===== src/rtl/sram_arb_pkg.sv =====
// Shared types and default widths for the SRAM port arbiter.
// The arbiter FSM walks StIdle -> StActive -> StRelease for every access.
package sram_arb_pkg;

    typedef enum logic [1:0] {
        StIdle,
        StActive,
        StRelease
    } arb_state_t;

    localparam int unsigned DefAddrW = 18;
    localparam int unsigned DefDataW = 16;

endpackage


===== src/rtl/sram_rr_picker.sv =====
// Combinational round-robin search: the first set request at or after rr_ptr, wrapping
// around to port 0.
module sram_rr_picker #(
    parameter int unsigned NUM_PORTS = 3
) (
    input  logic [NUM_PORTS-1:0]         req,
    input  logic [$clog2(NUM_PORTS)-1:0] rr_ptr,
    output logic [$clog2(NUM_PORTS)-1:0] winner,
    output logic                         any
);

    localparam int unsigned PtrW = $clog2(NUM_PORTS);

    always_comb begin
        winner = '0;
        any    = 1'b0;
        // Ports at or above the pointer win over the wrapped-around ones.
        for (int unsigned i = 0; i < NUM_PORTS; i++) begin
            if (!any && req[i] && (i >= 32'(rr_ptr))) begin
                any    = 1'b1;
                winner = PtrW'(i);
            end
        end
        for (int unsigned i = 0; i < NUM_PORTS; i++) begin
            if (!any && req[i]) begin
                any    = 1'b1;
                winner = PtrW'(i);
            end
        end
    end

endmodule


===== src/rtl/sram_port_arbiter.sv =====
// Shares one asynchronous-SRAM controller among NUM_PORTS requesters: round-robin grant,
// one access at a time, with read data, ack or timeout error returned to the winner.
module sram_port_arbiter
    import sram_arb_pkg::*;
#(
    parameter int unsigned NUM_PORTS      = 3,
    parameter int unsigned ADDR_W         = DefAddrW,
    parameter int unsigned DATA_W         = DefDataW,
    parameter int unsigned TIMEOUT_CYCLES = 64
) (
    input  logic                         clk,
    input  logic                         rst,
    input  logic [NUM_PORTS-1:0]         req,
    input  logic [NUM_PORTS-1:0]         we,
    input  logic [NUM_PORTS*ADDR_W-1:0]  addr,
    input  logic [NUM_PORTS*DATA_W-1:0]  wdata,
    output logic [NUM_PORTS-1:0]         ack,
    output logic [NUM_PORTS-1:0]         err,
    output logic [DATA_W-1:0]            rdata,
    output logic [$clog2(NUM_PORTS)-1:0] grant_id,
    output logic                         mem_rd_en,
    output logic                         mem_wr_en,
    output logic [ADDR_W-1:0]            mem_addr,
    output logic [DATA_W-1:0]            mem_wdata,
    input  logic                         mem_rd_valid,
    input  logic                         mem_wr_valid,
    input  logic [DATA_W-1:0]            mem_rdata,
    input  logic                         mem_busy
);

    localparam int unsigned PtrW = $clog2(NUM_PORTS);
    localparam int unsigned CntW = $clog2(TIMEOUT_CYCLES + 1);
    localparam logic [CntW-1:0] CntLast = CntW'(TIMEOUT_CYCLES - 1);
    localparam logic [CntW-1:0] CntMax  = CntW'(TIMEOUT_CYCLES);
    localparam logic [PtrW-1:0] PtrLast = PtrW'(NUM_PORTS - 1);

    arb_state_t            state;
    logic [PtrW-1:0]       rr_ptr;
    logic [PtrW-1:0]       winner;
    logic                  any;
    logic                  cur_we;
    logic                  done;
    logic [CntW-1:0]       cnt;
    logic [ADDR_W-1:0]     win_addr;
    logic [DATA_W-1:0]     win_wdata;
    logic                  win_we;
    logic [NUM_PORTS-1:0]  grant_onehot;

    sram_rr_picker #(
        .NUM_PORTS(NUM_PORTS)
    ) u_picker (
        .req   (req),
        .rr_ptr(rr_ptr),
        .winner(winner),
        .any   (any)
    );

    always_comb begin
        win_addr  = '0;
        win_wdata = '0;
        win_we    = 1'b0;
        for (int unsigned k = 0; k < NUM_PORTS; k++) begin
            if (winner == PtrW'(k)) begin
                win_addr  = addr[k*ADDR_W +: ADDR_W];
                win_wdata = wdata[k*DATA_W +: DATA_W];
                win_we    = we[k];
            end
        end
    end

    assign grant_onehot = NUM_PORTS'(1) << grant_id;
    // Only the valid matching the issued direction completes the access.
    assign done = cur_we ? mem_wr_valid : mem_rd_valid;

    always_ff @(posedge clk) begin
        if (rst) begin
            state     <= StIdle;
            rr_ptr    <= '0;
            cnt       <= '0;
            cur_we    <= 1'b0;
            ack       <= '0;
            err       <= '0;
            rdata     <= '0;
            grant_id  <= '0;
            mem_rd_en <= 1'b0;
            mem_wr_en <= 1'b0;
            mem_addr  <= '0;
            mem_wdata <= '0;
        end else begin
            ack <= '0;
            err <= '0;
            case (state)
                StIdle: begin
                    if (any && !mem_busy) begin
                        grant_id  <= winner;
                        rr_ptr    <= (winner == PtrLast) ? '0 : winner + 1'b1;
                        mem_addr  <= win_addr;
                        mem_wdata <= win_wdata;
                        cur_we    <= win_we;
                        mem_rd_en <= !win_we;
                        mem_wr_en <= win_we;
                        cnt       <= '0;
                        state     <= StActive;
                    end
                end
                StActive: begin
                    if (cnt != CntMax) begin
                        cnt <= cnt + 1'b1;
                    end
                    if (done) begin
                        if (!cur_we) begin
                            rdata <= mem_rdata;
                        end
                        ack       <= grant_onehot;
                        mem_rd_en <= 1'b0;
                        mem_wr_en <= 1'b0;
                        state     <= StRelease;
                    end else if (cnt == CntLast) begin
                        err       <= grant_onehot;
                        mem_rd_en <= 1'b0;
                        mem_wr_en <= 1'b0;
                        state     <= StRelease;
                    end
                end
                StRelease: begin
                    if (!mem_busy) begin
                        state <= StIdle;
                    end
                end
                default: state <= StIdle;
            endcase
        end
    end

endmodule


===== config.mk =====
export PLATFORM = sky130hd
export DESIGN_NAME = sram_port_arbiter
export DESIGN_NICKNAME = d
export VERILOG_FILES = /design/src/rtl/sram_arb_pkg.sv /design/src/rtl/sram_rr_picker.sv /design/src/rtl/sram_port_arbiter.sv
export SDC_FILE = /design/constraint.sdc
export NUM_CORES = 1
export LEC_CHECK = 0
export BUFFER_PORTS_ARGS = -buffer_cell sky130_fd_sc_hd__buf_2
export CAP_MARGIN = 0
export CORE_ASPECT_RATIO = 1.25
export CORE_MARGIN = 1.5
export CORE_UTILIZATION = 40
export CTS_CLUSTER_DIAMETER = 60
export DETAILED_ROUTE_END_ITERATION = 12
export PLACE_DENSITY_LB_ADDON = 0.12
export SETUP_SLACK_MARGIN = 0.02
export SYNTH_ARGS = -nofsm -noshare
export SYNTH_HDL_FRONTEND = slang
export SYNTH_SLANG_ARGS = --single-unit

===== constraint.sdc =====
create_clock -name clk -period 1.5 [get_ports clk]
set_clock_uncertainty 0.05 [all_clocks]
set_input_delay 0.225 -clock clk [delete_from_list [all_inputs] [get_ports clk]]
set_output_delay 0.225 -clock clk [all_outputs]
set_load 0.005 [all_outputs]

==> results.md, run 1 <==
- The area of the core region is around 0.0078 sq mm.
- The aggregate global-route resource usage is 0.234.
- The area of the die is a little under 0.009 sq mm.
- The number of cells on the worst reg-to-reg path is 5.
- The clock tree from TritonCTS is yes.
- The quantity of hold-fixing buffers added after cts is 0.
- The final layout contains routed wiring with a total length of between 10000 and 15000 microns.
- The maximum buffer depth of the clock tree is 2.
- The share of the Yosys chip area taken by registers is 0.444.
- The final instance area is between 0.005 and 0.006 sq mm.
- Summing internal, switching and leakage power gives approximately 4.8 mW.
- Dividing the detail-routed wire length by the instance count gives around 15 microns.
- The ratio of total power to cell area is between 800 and 900 mW/mm^2.
- The clock latency of the later-clocked register in the worst-skew pair is between 0.3 and 0.4 ns.
- The number of instances in the placed design is approximately 670.
- Once routing completed, OpenROAD measured the worst setup slack at -0.112 ns.
- In this design, the largest share of critical-path delay is due to simple AND/OR/NAND/NOR gates.
- Counting every net in the synthesized netlist gives just under 500.
- Synthesis inferred roughly 70 register bits.
- The clock sink count is 72.
- Buffers inserted during clock tree synthesis total 9.
- The placed instances occupy a cell area of around 0.0046 sq mm.
- The relative slew slack is 0.685.
- The critical path buffer and inverter count is 1.
- Before CTS, the worst setup slack after placement is -0.220 ns.
- The top fanout value on the critical path is 6.
- The origin of the worst min-delay path is mem_rdata[11].
- The count of yosys warnings during synthesis is 0.
- The met2 track utilization from global routing is 0.433.
- The number of distinct library cell variants in the gate-level netlist after synthesis is 46.
- For the worst setup path, the data arrival time is approximately 1.9 ns.
- The worst flop-to-flop path startpoint is state[0].
- The floorplan die height is between 100 and 150 microns.
- The run finished, with violations left.
- The worst hold path cell count is 3.
- The post-detailed-route count of antenna-violating nets is 0.
- The total DRC errors in the routed layout is 0.
- The highest cell delay on the worst timing path is 0.47 ns.
- In this run the critical register-to-register path is captured at cnt[2].
- Summed over all instances, the cell type with the most area after synthesis is dfxtp_1.
- After global routing, the most crowded layer is met2.
- After detailed routing, the number of vias per cell comes to about 5.2.
- The area overhead of the layout relative to synthesis is 64.6%.
- The classification of the worst setup path is reg -> reg.
- Data on the critical path is required at its endpoint by 1.74 ns.
- Entering global routing, the biggest net connects 34 pins.
- Setup violations remaining at the end of the flow were counted as 47.
- Summed over all cells, the static leakage comes to between 2 and 2.5 nW.
- The diode insertion count for antenna repair is 0.
- The first-iteration detailed-routing DRC count is between 150 and 200.
- The global placer's final weighted congestion is 0.819.
- The signal on the critical path passes through buf_6 -> nor4_4 -> or3_4 -> or4_1 -> a21oi_1.
- The largest vdd supply drop is approximately 650 uV.
- The width of the die is approximately 84 microns.
- The final cycle utilization of the critical path is 1.07.
- After the last flow step, the layout net total stands at around 730.
- The aggregate global routing overflow is 0.
- Detailed placement ended at an HPWL of between 7000 and 8000 microns.
- The via count of the first global-routing pass is between 3000 and 4000.
- The total negative setup slack is -1.95 ns.
- The final core utilization is 0.681.
- The global-route met3 utilization is 0.0518.
- The first global-routing pass estimated 16500 microns of wire.
- Static timing analysis puts the maximum clock frequency at 0.620 GHz.
- Of the post-synthesis cell area, the dominant cell type holds 0.444.
- The final reports fail on setup timing.
- The hold-critical path endpoint is rdata[11].
- The depth of the CTS H-tree is 3.
- Yosys attributes the largest share of cell area to dfxtp_1 44%, mux2i_1 11%, a22oi_1 5.8%.
- After clock tree synthesis, the clock-pin slew on the worst setup and hold paths is ~0.090 ns.
- STA classifies the critical path endpoint as a register.
- The max capacitance violation total is 0.
- The worst setup path is launched from a register.
- Across all hold checks on the routed design, the worst slack comes to between 0.04 and 0.05 ns.
- The max-slew violation count is 0.
- Dividing the synthesized area by the synthesized cell count gives approximately 9.0 sq um.
- The netlist area before placement is 0.00324 sq mm.
- For this run, the detailed router's first-pass iteration total came to 5.
- The finished layout holds about 700 standard cells, fillers aside.
- For this configuration, the core starts out at a cell density of 0.414.
- The worst reg-to-reg setup slack is -0.11 ns.
- The number of port buffers is about 190.
- In the layout the commonest cells are 188 x buf_2, 66 x dfxtp_1, 43 x nand2_1, 43 x buf_4, 34 x mux2i_1.
- roughly 190 I/O pins were placed.
- The tightest min-delay check is of the in -> reg type.
- The met1 usage in global routing is 0.251.
- The buffer cell driving the clock tree root is clkbuf_8.
- The cell count after synthesis came out at 360.
- The slew at the pin with the worst max-slew slack is around 0.47 ns.
- Setup repair after global routing could not meet its margin everywhere.
- The most frequent standard cell in the layout excluding fill and tap cells is buf_2.
- The number of rows in the core area is 36.
- The vias after detailed routing is 3657.
- In the final layout, the share of cells above drive strength 1 is 0.532.
- The smallest clock period supported by the final layout is computed as approximately 1.6 ns.
- The count of final hold-check violations is 0.
- The slowest stage of the critical path is the or4_1 cell.
- The initial antenna violation count is 0.
-- cell families (layout without fill, tap and decap cells) --
family	after synthesis	after routing	synth area share
flops	72	72	0.444
simple gates	104	104	0.160
fa+ha+maj	2	2	0.00771
xor+xnor	2	2	0.00540
compound gates	114	114	0.229
mux	35	35	0.108
buf+inv	31	278	0.0463
-- final cells by class --
class | instances | area [sq um]
Inverter | 8 | 30.0
Clock inverter | 7 | 62.6
Fill cell | 659 | 2500
Clock buffer | 9 | 124
Sequential cell | 72 | 1460
Multi-Input combinational cell | 257 | 1930
Timing Repair Buffer | 254 | 1610
Tap cell | 95 | 119
-- power breakdown --
group | total [mW] | switching [mW] | leakage [nW] | internal, mW
clock network | 1.48 | 0.843 | 0.0863 | 0.634
registers | 2.13 | 0.0861 | 0.591 | 2.04
logic | 1.15 | 0.516 | 1.79 | 0.633
-- worst max-delay path by stage --
stage                              end      from  depth (start not counted)  slack, ns
after floorplan                 cnt[2]  state[0]                          5      -0.07
final                           cnt[2]  state[0]                          5      -0.11
after detailed placement  mem_addr[15]  state[0]                          5      -0.22
after global routing            cnt[2]  state[0]                          5      -0.16
after CTS                       cnt[2]  state[0]                          5       -0.1
after global placement     mem_addr[6]  state[0]                          5      -0.17
-- worst register-to-register path: cells and delay by family, from the launching register on --
family | cells | cell delay [ns]
DFF | 1 | 0.39
AOI/OAI and AO/OA | 1 | 0.13
buffers and inverters | 1 | 0.11
and+or+nand+nor | 3 | 0.88
-- timing repair --
action                                  in CTS  in global routing
gates cloned                                 3                  3
setup buffers                               11                  3
endpoints found under the setup margin      42                 68
gates resized for setup                     75                 39
pin swaps                                   25                 14
hold endpoints to repair                     0                  0
-- cell usage after synthesis (all sizes together) --
cell	n
a32oi	9
clkbuf	8
o22ai	1
a221o	1
nor3	9
dfxtp	72
or4	3
o221a	1
xnor2	2
inv	8
or3	3
a21boi	1
o21ai	39
and2	1
nand4	4
o2bb2ai	1
a311oi	1
a31o	1
o311a	2
nor4	4
ha	2
nand3	4
nand3b	2
a2bb2oi	1
mux2i	35
nor2	16
nand2	44
o21a	1
and4	1
buf	15
nor2b	3
o32ai	1
a22oi	25
o211a	1
nor3b	3
nand2b	7
o31ai	3
a21oi	25
-- registers in the layout, summed over array words and instances (netlist names) --
name and count:
ack 3, cur_we 1, rr_ptr 2, cnt 7, state 2, mem_wr_en 1
mem_wdata 16, mem_rd_en 1, err 3, grant_id 2, mem_addr 18, rdata 16
-- layer usage --
| metal | up-vias | share of wire |
|---|---|---|
| met5 | - | 0 |
| met4 | 0 | 0.025 |
| met3 | 25 | 0.056 |
| met2 | 144 | 0.54 |
| met1 | 1681 | 0.38 |
| li1 | 1807 | - |
(Power assumes the default switching activity.)
==> run 2, diff against run 1 <==
- CORE_MARGIN: 1.5 -> not set
- CORE_UTILIZATION: 40 -> 25
- SLEW_MARGIN: not set -> 20
==> run 2 against run 1 <==
The flow still finishes with violations (setup timing); sequential share of layout area is 0.58 points lower; worst hold slack improved by 0.034 ns; combinational power decreased by 5%; global-route usage shrank 7.8 points; non-clock buffer count shrank 5; critical endpoint is now cnt[6]; largest power group unchanged.
==> results.md, run 2 (synthesis results as in run 1) <==
- The aggregate global-route resource usage is 0.156 (-0.0778).
- The max capacitance violation total is 0 (unchanged).
- The total CTS buffers came to 9 (unchanged).
- The placement-stage cell area is 0.00482 sq mm (+4.2%).
- The most frequent standard cell in the layout excluding fill and tap cells is buf_2.
- The vias after detailed routing came to 3541 (-3.2%).
- The net total in the final layout was 728 (-0.68%).
- The via-per-instance ratio is 4.60 (-12%).
- The number of fill cells in the layout is 1281 (+94%).
- The final instance area was 0.00545 sq mm (+2.0%).
- Walking the worst path, the cells encountered are buf_6 -> nor4_2 -> or3_4 -> or4_1 -> a21oi_1.
- The worst path setup slack after routing was -0.143 ns (-0.0313 ns).
- Setup repair after global routing could not meet its margin everywhere.
- The area of the core region came to 0.0127 sq mm (+62%).
- The leakage power is 2.49 nW (+1.1%).
- The worst hold path cell count is 3 (unchanged).
- The number of rows in the core area is 46 (+28%).
- The top cell types in the final layout, fill and taps aside, are 188 x buf_2, 66 x dfxtp_1, 41 x nand2_1, 38 x buf_4, 36 x o21ai_1.
- The standard cell with the maximum stage delay on the critical path is or4_1.
- The buffer cell driving the clock tree root is clkbuf_16.
- The total DRC errors in the routed layout is 0 (unchanged).
- The number of cells traversed by the worst register-to-register path is 5 (unchanged).
- The I/O pin count was 189 (unchanged).
- The number of port buffers is 188 (unchanged).
- In this design, the largest share of critical-path delay is due to simple AND/OR/NAND/NOR gates.
- The critical path buffer and inverter count is 1 (unchanged).
- The global placer's final weighted congestion is 0.798 (-2.5%).
- The ratio of total power to cell area is 981 mW/mm^2 (+10%).
- More flip-flops sit in one register than any other, and that register is mem_addr.
- The initial antenna violation count is 0 (unchanged).
- The sort of element at the start of the critical path is a register.
- The worst slack after detailed placement was -0.227 ns (-0.00764 ns).
- The largest vdd supply drop is 610 uV (-6.8%).
- The required time reported for the critical path endpoint is 1.71 ns (-0.03 ns).
- The final cycle utilization of the critical path came to 1.10 (+0.0208).
- The total negative setup slack came to -2.68 ns (-0.727 ns).
- The via count of the first global-routing pass is 3466 (-3.5%).
- The path with the worst hold slack has its endpoint at mem_addr[2].
- The top fanout value on the critical path came to 6 (unchanged).
- The maximum buffer depth of the clock tree was 2 (unchanged).
- The highest cell delay on the worst timing path is 0.47 ns (about the same).
- In this run the most critical hold path is launched from addr[38].
- The share of post-route cells with drive strength above 1 was 0.512 (-0.0205).
- The minimum clock period was 1.64 ns (+0.0313 ns).
- The clock latency of the later-clocked register in the worst-skew pair is 0.33 ns (-0.02 ns).
- The number of flip-flops under the largest register name is 18 (unchanged).
- The first-iteration detailed-routing DRC count came to 157 (-14%).
- The post-route total power is 5.34 mW (+12%).
- The worst setup path is of the reg -> reg kind.
- The area of the die was 0.0134 sq mm (+55%).
- The clock tree from TritonCTS is yes.
- The end of the worst register-to-register path is cnt[6].
- The path category of the worst min-delay check is in -> reg.
- The quantity of hold-fixing buffers added after cts is 0 (unchanged).
- The area overhead of the layout relative to synthesis is 67.8%.
- The diode insertion count for antenna repair is 0 (unchanged).
- The final wirelength is 10600 microns (-0.36%).
- The width of the die is 104 microns (+24%).
- The aggregate global routing overflow was 0 (unchanged).
- The number of optimization iterations in the first detailed-route pass was 4 (-1).
- The average wire length per cell after detail routing is 13.7 microns (-9.2%).
- In the final layout, the registers with the most flip-flops are mem_addr x18, mem_wdata x16, rdata x16.
- The clock-pin slew on the worst setup and hold paths is 0.06 ns (-0.03 ns).
- The post-detailed-route count of antenna-violating nets came to 0 (unchanged).
- The total setup violations reported at the end of the flow came to 40 (-15%).
- The timing-limited maximum frequency was 0.609 GHz (-1.9%).
- The clock sink count is 72 (unchanged).
- The count of final hold-check violations was 0 (unchanged).
- The max-slew violation count is 0 (unchanged).
- The global-route wire length before repair was 16800 microns (+1.8%).
- The checks that failed: setup timing.
- The detailed-placement wirelength estimate is 7920 microns (+7.2%).
- The worst setup path is captured at a register.
- The worst flop-to-flop path startpoint is state[0].
- The effective utilization at floorplan came to 0.256 (-0.158).
- The arrival time at the worst endpoint was 1.85 ns (about the same).
- The worst reg-to-reg setup slack is -0.14 ns (-0.03 ns).
- The slew at the pin with the worst max-slew slack came to 0.394 ns (-0.0750 ns).
- The relative slew slack is 0.730 (+0.0449).
- The depth of the CTS H-tree is 3 (unchanged).
- The floorplan die height is 129 microns (+25%).
- The flow ran to the end, but the final reports show violations.
- The largest net degree at the start of global routing is 25 (-26%).
[run 2: changes by cell type in the layout (fill, tap and decap cells not counted), sizes merged]
cell      previous run  this run
bufinv               0         1
clkinv               0         4
clkinvlp             3         2
buf                252       249
clkbuf              11         9
inv                 12         8
[run 2: what timing repair did]
| action | CTS | global route |
|---|---|---|
| buffers inserted | 6 | 0 |
| cloned | 2 | 0 |
| resized for setup | 75 | 16 |
| setup endpoints to repair | 47 | 48 |
| pin swaps | 22 | 5 |
[run 2: through the flow]
step | utilization | std cells | hold WS [ns]
global route | 0.430 | 770 | 0.0764
detailed placement | 0.380 | 747 | 0.395
CTS | 0.425 | 770 | 0.0676
global placement | 0.380 | 747 | 0.389
finish | 0.430 | 770 | 0.0805
floorplan | - | 360 | 0.311
[run 2: layout make-up]
| cell class | count | area (sq um) | share of cell area |
|---|---|---|---|
| Sequential cell | 72 | 1460 | 0.267 |
| Clock buffer | 9 | 225 | 0.0414 |
| Timing Repair Buffer | 249 | 1600 | 0.293 |
| Inverter | 8 | 30.0 | 0.00551 |
| Tap cell | 168 | 210 | 0.0386 |
| Multi-Input combinational cell | 257 | 1850 | 0.341 |
| Clock inverter | 7 | 72.6 | 0.0133 |
[run 2: routing by layer]
layer	share of wire	up-vias	global-route usage
met1	0.42	1572	0.185
met3	0.076	7	0.0418
met5	0	-	0
met2	0.49	162	0.274
met4	0.011	0	0.0538
li1	-	1800	-
[run 2: how the worst max path moves through the flow]
stage / cells after the start / slack, ns / from / endpoint
finish: 5 / -0.14 / state[0] / cnt[6]
global route: 5 / -0.20 / state[0] / cnt[2]
detailed placement: 5 / -0.23 / state[0] / mem_addr[12]
floorplan: 5 / -0.07 / state[0] / cnt[2]
CTS: 5 / -0.14 / state[0] / cnt[2]
global placement: 5 / -0.21 / state[0] / mem_addr[14]
[run 2: tightest hold or removal path, cell delays in order]
cell and delay [ns]:
buf_2 0.07, a22oi_1 0.06, o21ai_1 0.06
[run 2: report_power, final]
part | switching [mW] | internal [mW] | leakage (nW) | total, mW
logic | 0.485 | 0.603 | 1.76 | 1.09
clock network | 0.835 | 1.29 | 0.141 | 2.12
registers | 0.0889 | 2.04 | 0.591 | 2.13
==> run 3, diff against run 2 <==
- RECOVER_POWER: not set -> 25
==> run 3 against run 2 <==
The run still ends with setup timing left; cell area decreased by 0.16%; wire length about the same; worst setup slack better by 0.00070 ns; flip-flop and latch count unchanged; non-clock buffer count unchanged; global-route usage unchanged; largest power group unchanged; die area did not move; cell count is the same; worst hold slack barely moved; first-iteration DRC count decreased by 0.64%; sequential share of layout area barely moved; utilization fell by 0.069 points.
==> results.md, run 3 (synthesis results as in run 1) <==
- The critical path goes through buf_6 -> nor4_2 -> or3_4 -> or4_1 -> a21oi_1.
- The required time reported for the critical path endpoint is 1.71 ns (about the same).
- The slew at the pin with the worst max-slew slack is 0.392 ns (-0.00229 ns).
- In this design, the largest share of critical-path delay is due to simple AND/OR/NAND/NOR gates.
- The worst path setup slack after routing is -0.142 ns (+0.000702 ns).
- The max capacitance violation total is 0 (unchanged).
- The worst slack after detailed placement came to -0.227 ns (unchanged).
- The total setup violations reported at the end of the flow is 40 (unchanged).
- The initial antenna violation count is 0 (unchanged).
- The quantity of hold-fixing buffers added after cts is 0 (unchanged).
- In this run the worst hold path is classified as in -> reg.
- The global placer's final weighted congestion was 0.798 (unchanged).
- The largest register by flop count is mem_addr.
- The via-per-instance ratio was 4.60 (about the same).
- The top fanout value on the critical path is 6 (unchanged).
- The checks that failed: setup timing.
- The largest net degree at the start of global routing came to 25 (unchanged).
- The largest individual stage delay along the critical path comes from the cell or4_1.
- The floorplan die height is 129 microns (unchanged).
- The depth of the CTS H-tree is 3 (unchanged).
- The final cycle utilization of the critical path came to 1.09 (about the same).
- The number of fill cells in the layout is 1286 (+0.39%).
- The relative slew slack is 0.731 (+0.00157).
- The average wire length per cell after detail routing is 13.7 microns (about the same).
- The arrival time at the worst endpoint is 1.85 ns (about the same).
- The I/O pin count was 189 (unchanged).
- The first-iteration detailed-routing DRC count is 156 (-0.64%).
- The worst setup path is launched from a register.
- The critical path buffer and inverter count is 1 (unchanged).
- The final wirelength is 10600 microns (about the same).
- The post-detailed-route count of antenna-violating nets is 0 (unchanged).
- The number of flip-flops under the largest register name is 18 (unchanged).
- The ratio of total power to cell area is 982 mW/mm^2 (+0.14%).
- The timing-limited maximum frequency is 0.609 GHz (about the same).
- The detailed-placement wirelength estimate was 7920 microns (unchanged).
- The flow ran to the end, but the final reports show violations.
- The kind of end point of the critical path is a register.
- The share of post-route cells with drive strength above 1 is 0.500 (-0.0116).
- The minimum clock period was 1.64 ns (-0.000702 ns).
- The diode insertion count for antenna repair is 0 (unchanged).
- The max-slew violation count was 0 (unchanged).
- In this run the clock root is driven by a clkbuf_16.
- The area of the die is 0.0134 sq mm (unchanged).
- The clock latency of the later-clocked register in the worst-skew pair is 0.33 ns (about the same).
- The aggregate global routing overflow is 0 (unchanged).
- The clock-pin slew on the worst setup and hold paths was 0.06 ns (about the same).
- The total CTS buffers came to 9 (unchanged).
- The leakage power is 2.46 nW (-1.2%).
- Setup repair after global routing could not meet its margin everywhere.
- The effective utilization at floorplan is 0.256 (unchanged).
- The largest vdd supply drop is 610 uV (about the same).
- In the layout the commonest cells are 181 x buf_2, 66 x dfxtp_1, 41 x nand2_1, 38 x buf_4, 36 x o21ai_1.
- The classification of the worst setup path is reg -> reg.
- The number of rows in the core area was 46 (unchanged).
- The clock tree from TritonCTS is yes.
- The total DRC errors in the routed layout is 0 (unchanged).
- The area overhead of the layout relative to synthesis is 67.6%.
- The highest cell delay on the worst timing path was 0.47 ns (about the same).
- The via count of the first global-routing pass is 3466 (unchanged).
- The vias after detailed routing is 3540 (-0.028%).
- The area of the core region is 0.0127 sq mm (unchanged).
- The aggregate global-route resource usage came to 0.156 (unchanged).
- The width of the die came to 104 microns (unchanged).
- The number of optimization iterations in the first detailed-route pass is 4 (unchanged).
- The post-route total power came to 5.34 mW (about the same).
- The clock sink count was 72 (unchanged).
- The maximum buffer depth of the clock tree is 2 (unchanged).
- The global-route wire length before repair is 16800 microns (unchanged).
- The number of port buffers is 188 (unchanged).
- In the final layout, the registers with the most flip-flops are mem_addr x18, mem_wdata x16, rdata x16.
- The count of final hold-check violations is 0 (unchanged).
- The net total in the final layout is 728 (unchanged).
- The most frequent standard cell in the layout excluding fill and tap cells is buf_2.
==> run 3: worst reg2reg max path, delay by kind of cell (launching register included) <==
kind / cells / cell delay [ns]
simple gates: 3 / 0.90
flops: 1 / 0.39
compound gates: 1 / 0.13
buf+inv: 1 / 0.10
==> run 3: routing by layer <==
| layer | track usage | vias to the layer above | wire length [microns] |
|---|---|---|---|
| met5 | 0 | - | 0 |
| li1 | - | 1800 | - |
| met4 | 0.0538 | 0 | 113 |
| met1 | 0.185 | 1568 | 4450 |
| met2 | 0.274 | 165 | 5190 |
| met3 | 0.0418 | 7 | 807 |
==> run 3: path summary, 6_finish.rpt <==
path,from,endpoint,slack [ns],depth (start not counted)
min reg2reg,rdata[0],rdata[0],0.40,2
max reg2reg,state[0],cnt[6],-0.14,5
max,state[0],cnt[6],-0.14,5
min,addr[38],mem_addr[2],0.08,3
==> run 3: area by class of cell <==
cell class	instances	area, sq um	share of cell area
multi-input cells	257	1850	0.341
repair buffers	249	1590	0.292
flip-flops and latches	72	1460	0.268
clock buffers	9	225	0.0414
well taps	168	210	0.0387
clock inverters	7	72.6	0.0133
inverters	8	30.0	0.00552
==> run 3: timing repair <==
| item | 4_1_cts | 5_1_grt |
|---|---|---|
| cloned | 2 | 0 |
| setup endpoints to repair | 47 | 48 |
| hold endpoints to repair | 0 | 0 |
| pin swaps | 22 | 5 |
| resized for setup | 75 | 16 |
| buffers inserted | 6 | 0 |
==> run 3: per-stage QoR <==
step	setup TNS, ns	hold slack, ns	area, sq um	instances	util
2_1_floorplan	-0.868	0.311	3280	360	-
3_3_place_gp	-7.43	0.389	4820	747	0.380
3_5_place_dp	-6.66	0.395	4820	747	0.380
4_1_cts	-3.72	0.0676	5380	770	0.425
5_1_grt	-5.77	0.0764	5440	770	0.429
6_report	-2.66	0.0805	5440	770	0.429
==> run 3: report_power, final <==
group	switching, mW	leakage (nW)	internal [mW]	total [mW]
sequential	0.0890	0.591	2.04	2.13
combinational	0.484	1.73	0.602	1.09
clock	0.835	0.141	1.29	2.12
total	1.41	2.46	3.93	5.34
